--- config.mk ---
export PLATFORM = sky130hd
export DESIGN_NAME = counter
export DESIGN_NICKNAME = d
export VERILOG_FILES = /design/src/rtl/counter_pkg.sv /design/src/rtl/counter.sv
export SDC_FILE = /design/constraint.sdc
export NUM_CORES = 1
export LEC_CHECK = 0
export CORE_UTILIZATION = 30
export DETAILED_ROUTE_END_ITERATION = 12
export GPL_ROUTABILITY_DRIVEN = 0
export PLACE_DENSITY_LB_ADDON = 0.12
export SYNTH_ARGS = -nofsm -noshare
export SYNTH_HDL_FRONTEND = slang
export SYNTH_SLANG_ARGS = --single-unit
--- constraint.sdc ---
create_clock -name clk -period 4.8 [get_ports clk]
set_input_delay 1.44 -clock clk [delete_from_list [all_inputs] [get_ports clk]]
set_output_delay 1.44 -clock clk [all_outputs]
set_load 0.005 [all_outputs]
--- src/rtl/counter_pkg.sv ---
// -----------------------------------------------------------------------------
// counter_pkg
//   Shared definitions for the counter block: the default width and the
//   encoding of the count-direction input.
// -----------------------------------------------------------------------------
package counter_pkg;

  // Default counter width. The legal range is 1 to 32 bits.
  localparam int CW_DEFAULT = 8;

  // Encoding of the dir input.
  typedef enum logic {
    DIR_DOWN = 1'b0,
    DIR_UP   = 1'b1
  } dir_e;

endpackage : counter_pkg

--- src/rtl/counter.sv ---
// -----------------------------------------------------------------------------
// counter
//   Free-running binary up/down counter with a registered output. It steps on
//   every rising clock edge outside reset. Arithmetic is done at exactly cw
//   bits, so overflow and underflow wrap silently.
//
// Parameters
//   cw      counter width in bits (1..32)
//
// Ports
//   clk     system clock; all state updates happen on its rising edge
//   resetn  synchronous active-low reset; clears c_out and overrides dir
//   dir     1 = count up (+1), 0 = count down (-1)
//   c_out   current count, driven directly from the state register
// -----------------------------------------------------------------------------
module counter
  import counter_pkg::*;
#(
  parameter int cw = CW_DEFAULT
) (
  input  logic          clk,
  input  logic          resetn,
  input  logic          dir,
  output logic [cw-1:0] c_out
);

  localparam logic [cw-1:0] ZERO = {cw{1'b0}};
  localparam logic [cw-1:0] STEP = cw'(1);

  logic [cw-1:0] c_next;

  // Next-state mux. The sum is held at cw bits, which discards the carry
  // and borrow and gives modulo-2^cw wrap-around.
  always_comb begin
    c_next = c_out - STEP;
    if (dir == DIR_UP) begin
      c_next = c_out + STEP;
    end
  end

  // Reset is sampled on the clock edge only; there is no asynchronous path,
  // and c_out is undefined until the first edge that sees resetn low.
  // NOTE: state registers use non-blocking assignment so every flop samples
  // the pre-edge value of c_out, avoiding simulation races.
  always_ff @(posedge clk) begin
    if (!resetn) begin
      c_out <= ZERO;
    end else begin
      c_out <= c_next;
    end
  end

endmodule : counter

Word-level counts from Yosys, hierarchy flattened
Cells that the tools add are included.
Widths: inputs -> output; s select.
- add/subtract/negate cells: 2
- mux-type cells: 1
- operators by type and width (operator ; number):
    $add 8x1->8 const B ; 1
    $mux 8 ; 1
    $sub 8x1->8 const B ; 1
- register bits after elaboration: 8
- input bits: 3
- output and inout port bits: 8

Longest topological paths before layout
- depth after elaboration: 2
- gate-level depth with buffers: 6
- depth with buffers taken out: 6

Worst setup path before layout
OpenSTA, ideal clock, no wires.
- path type: input to register
- start point: input dir
- end point: register c_out[7]
- setup time: 0.116 ns
- data arrival time: 2.617 ns
- path slack: 2.067 ns
- stages on the path: 6
- cells stage by stage: inv_1 > ha_1 > o21ai_1 > or3_1 > a21oi_1 > and3b_1
- longest elaborated chain between the ends: 1
- ends and longest elaborated chain (what ; RTL line ; text):
    from (decl) ; counter.sv:23 ; input logic dir,
    $mux 8 ; counter.sv:36 ; if (dir == DIR_UP) begin
    to (signal assigned) ; counter.sv:49 ; c_out <= c_next;
    to (decl) ; counter.sv:24 ; output logic [cw-1:0] c_out
No other way between the ends.
A chain may end at the register's enable or synchronous reset.

Final worst setup path
Ends and elaborated chain as after synthesis.

==> metrics.md <==
| Metric | Value |
|---|---|
| Status | `finished clean` |
| Antenna-violating nets left | `0` |
| CORE AREA | `1520 sq um` |
| CTS tree | `yes` |
| CTS Hold Bufs | `0` |
| # diodes | `0` |
| Seq/Total Area, Yosys | `0.323` |
| Row count | `14` |
| Clock slew at reported path FFs | `roughly 60 ps` |
| Fin crit share | `0.642` |
| Combinational power share | `0.509` |
| Metal3 WL | `58 um` |
| R2R cell count | `5` |
| Library cells used by synthesis | `24` |
| Largest registers | `c_out (8)` |
| Setup Skew | `approximately 4 ps` |
| Max Fclk | `~320 MHz` |
| Setup bufs post-CTS | `0` |
| Post-Place Cell Area | `around 610 sq um` |
| Grt ovf | `0` |
| Share of cells above drive strength 1 | `0.0462` |
| WP data arrival | `roughly 3200 ps` |
| First-pass GRT wire length | `1620 um` |
| Routed met2 length | `between 300 and 400 um` |
| CTS H-tree depth | `1` |
| Worst reg2reg startpoint | `c_out[4]` |
| Worst reg2reg endpoint | `c_out[7]` |
| Switching share of power | `0.349` |
| Crit path to | `c_out[7]` |
| Maximum fanout along the worst path | `7` |
| Highest routed layer | `met4` |
| DP Wirelength | `around 710 um` |
| PortBufs | `10` |
| TritonCTS Buffers | `3` |
| Post-synthesis mux area share | `0` |
| # IOs | `11` |
| Peak VDD IR | `~170 uV` |
| GRT Total Usage | `0.122` |
| Design area | `between 600 and 700 sq um` |
| Clk buf depth | `2` |
| Worst Setup Start Kind | `input port` |
| Max-cap violations | `0` |
| Starting DRT DRC Count | `6` |
| Async SR Flop Fraction | `0` |
| P_int | `roughly 0.20 mW` |
| Critical path origin | `dir` |
| FF-to-FF setup slack | `between 3000 and 4000 ps` |
| Final wirelength | `between 900 and 1000 um` |
| YS warnings | `0` |
| TritonRoute pass-1 iters | `4` |
| Largest register FFs | `8` |
| Post-Syn Area | `just under 500 sq um` |
| Syn avg cell area | `9.35 sq um` |
| Starting Density | `0.325` |
| Layout area overhead | `28.0%` |
| Final-layout fill cell count | `roughly 160` |
| Hold Violations, Final | `0` |
| Post-synth EDFFs | `0` |
| Clock Tree Root | `clkbuf_4` |
| Slew Limit Fails | `0` |
| Clock sink total | `8` |
| Most frequent cell after synthesis | `dfxtp_1` |
| Main combinational cell family by area after synthesis | `compound AO/OA/AOI/OAI gates` |
| Area leader, netlist | `dfxtp_1` |
| Die X | `around 43 um` |
| Max_slew headroom | `0.774` |
| Post-synthesis adder-cell area fraction | `0.192` |
| Critical path capture point type | `flip-flop` |
| Hold Crit Class | `reg2reg` |
| Die area | `1820 sq um` |
| Setup TNS | `0 ps` |
| Number of global-route vias before repair | `between 300 and 400` |
| Clock power frac | `0.174` |
| Largest Register | `c_out` |
| Syn Nets | `63` |
| Cells after synthesis | `53` |
| Synth Register Bits | `8` |
| Layout Nets | `77` |
| Initial antenna violation count | `0` |
| WL per Instance | `around 12 um` |
| CP required | `slightly below 5000 ps` |
| Critical path class | `in2reg` |
| Final setup fails | `0` |
| Compound-cell area share of the yosys netlist | `0.207` |
| Synth cell count leaders | `dfxtp_1 (8), ha_1 (6), a21o_1 (4), a21oi_1 (4)` |
| Power per Cell Area | `roughly 500 nW/um^2` |
| Cell leakage power | `0.292 nW` |
| CTS resizes | `0` |
| Area share of the largest cell type after synthesis | `0.323` |
| Pin count of the biggest net entering global routing | `12` |
| RSZ-0062 raised after global routing | `no` |
| DR DRC count | `0` |
| Sequential share of power | `0.316` |
| Vias | `about 440` |
| Sw Pwr | `0.110 mW` |
| Clock latency on the worst-skew pair | `260 ps` |
| Chip height | `about 43 um` |
| Minimum clock period | `between 3000 and 4000 ps` |
| Post-Synth Simple-Gate Area | `0.194` |
| Post-Synth XOR/XNOR Area | `0.0530` |
| Largest cells by area after synthesis | `dfxtp_1 (32%), ha_1 (15%), a21o_1 (6.1%), a21oi_1 (4.0%), fa_1 (4.0%)` |
| M1 WL | `503 um` |
| Pin slew with the least headroom to its limit | `~340 ps` |
| Ys flop type | `dfxtp_1` |
| Vias/cell | `5.41` |
layout make-up:
type	count	area, sq um	share of cell area
Clock buffer	3	22.5	0.0355
Timing Repair Buffer	10	100	0.158
Inverter	3	11.3	0.0178
Sequential cell	8	160	0.252
Multi-Input combinational cell	41	320	0.505
Tap cell	16	20.0	0.0316
cell usage in the layout (no fill, tap or decap), drive strengths merged, types with 2 or more instances in the layout:
cell type	synthesis	routed
xor2	2	2
a21o	4	4
a211oi	2	2
and2	3	3
a21oi	4	4
dfxtp	8	8
a31oi	2	2
ha	6	6
clkdlybuf4s50	0	10
clkbuf	1	3
and3b	2	2
inv	3	3
nand4	2	2
nand3	3	3
o21ai	2	2
metrics by stage:
step | instances | setup slack [ps] | util | total power [mW] | hold WS (ps)
2_1_floorplan | 53 | 2070 | - | 0.203 | 477
3_3_place_gp | 78 | 1430 | 0.401 | 0.260 | 482
3_5_place_dp | 78 | 1430 | 0.401 | 0.261 | 490
4_1_cts | 81 | 1690 | 0.416 | 0.317 | 502
5_1_grt | 81 | 1600 | 0.416 | 0.343 | 568
6_report | 81 | 1720 | 0.416 | 0.314 | 499
cell families after synthesis:
| group | count (synthesis) |
|---|---|
| XOR/XNOR | 3 |
| AO/OA/AOI/OAI | 16 |
| flip-flops | 8 |
| AND/OR/NAND/NOR | 15 |
| buffers and inverters | 4 |
| adder cells (fa/ha/maj) | 7 |
metal layers:
layer  vias up  track usage
li1        222            -
met1       199        0.166
met2        15        0.164
met3         2       0.0388
met4         0       0.0750
met5         -            0
worst min-delay path by stage:
| stage | start | to | cells past startpoint |
|---|---|---|---|
| after global placement | c_out[0] | c_out[0] | 1 |
| final | c_out[0] | c_out[0] | 1 |
| after global routing | c_out[0] | c_out[0] | 1 |
| after floorplan | c_out[0] | c_out[0] | 1 |
| after CTS | c_out[0] | c_out[0] | 1 |
| after detailed placement | c_out[0] | c_out[0] | 1 |
worst max-delay path: stages:
cell	delay, ps
clkdlybuf4s50_1	490
inv_1	150
ha_1	390
o21ai_1	100
or3_1	370
a21oi_1	120
and3b_1	180
power groups by stage:
| stage | registers (mW) | logic, mW | clock network, mW |
|---|---|---|---|
| 5_1_grt | 0.102 | 0.181 | 0.0600 |
| 3_5_place_dp | 0.101 | 0.160 | 0 |
| 3_3_place_gp | 0.101 | 0.160 | 0 |
| 2_1_floorplan | 0.102 | 0.101 | 0 |
| 6_report | 0.0994 | 0.160 | 0.0548 |
| 4_1_cts | 0.0996 | 0.162 | 0.0559 |
No activity file was read; power rests on OpenSTA's default activity.
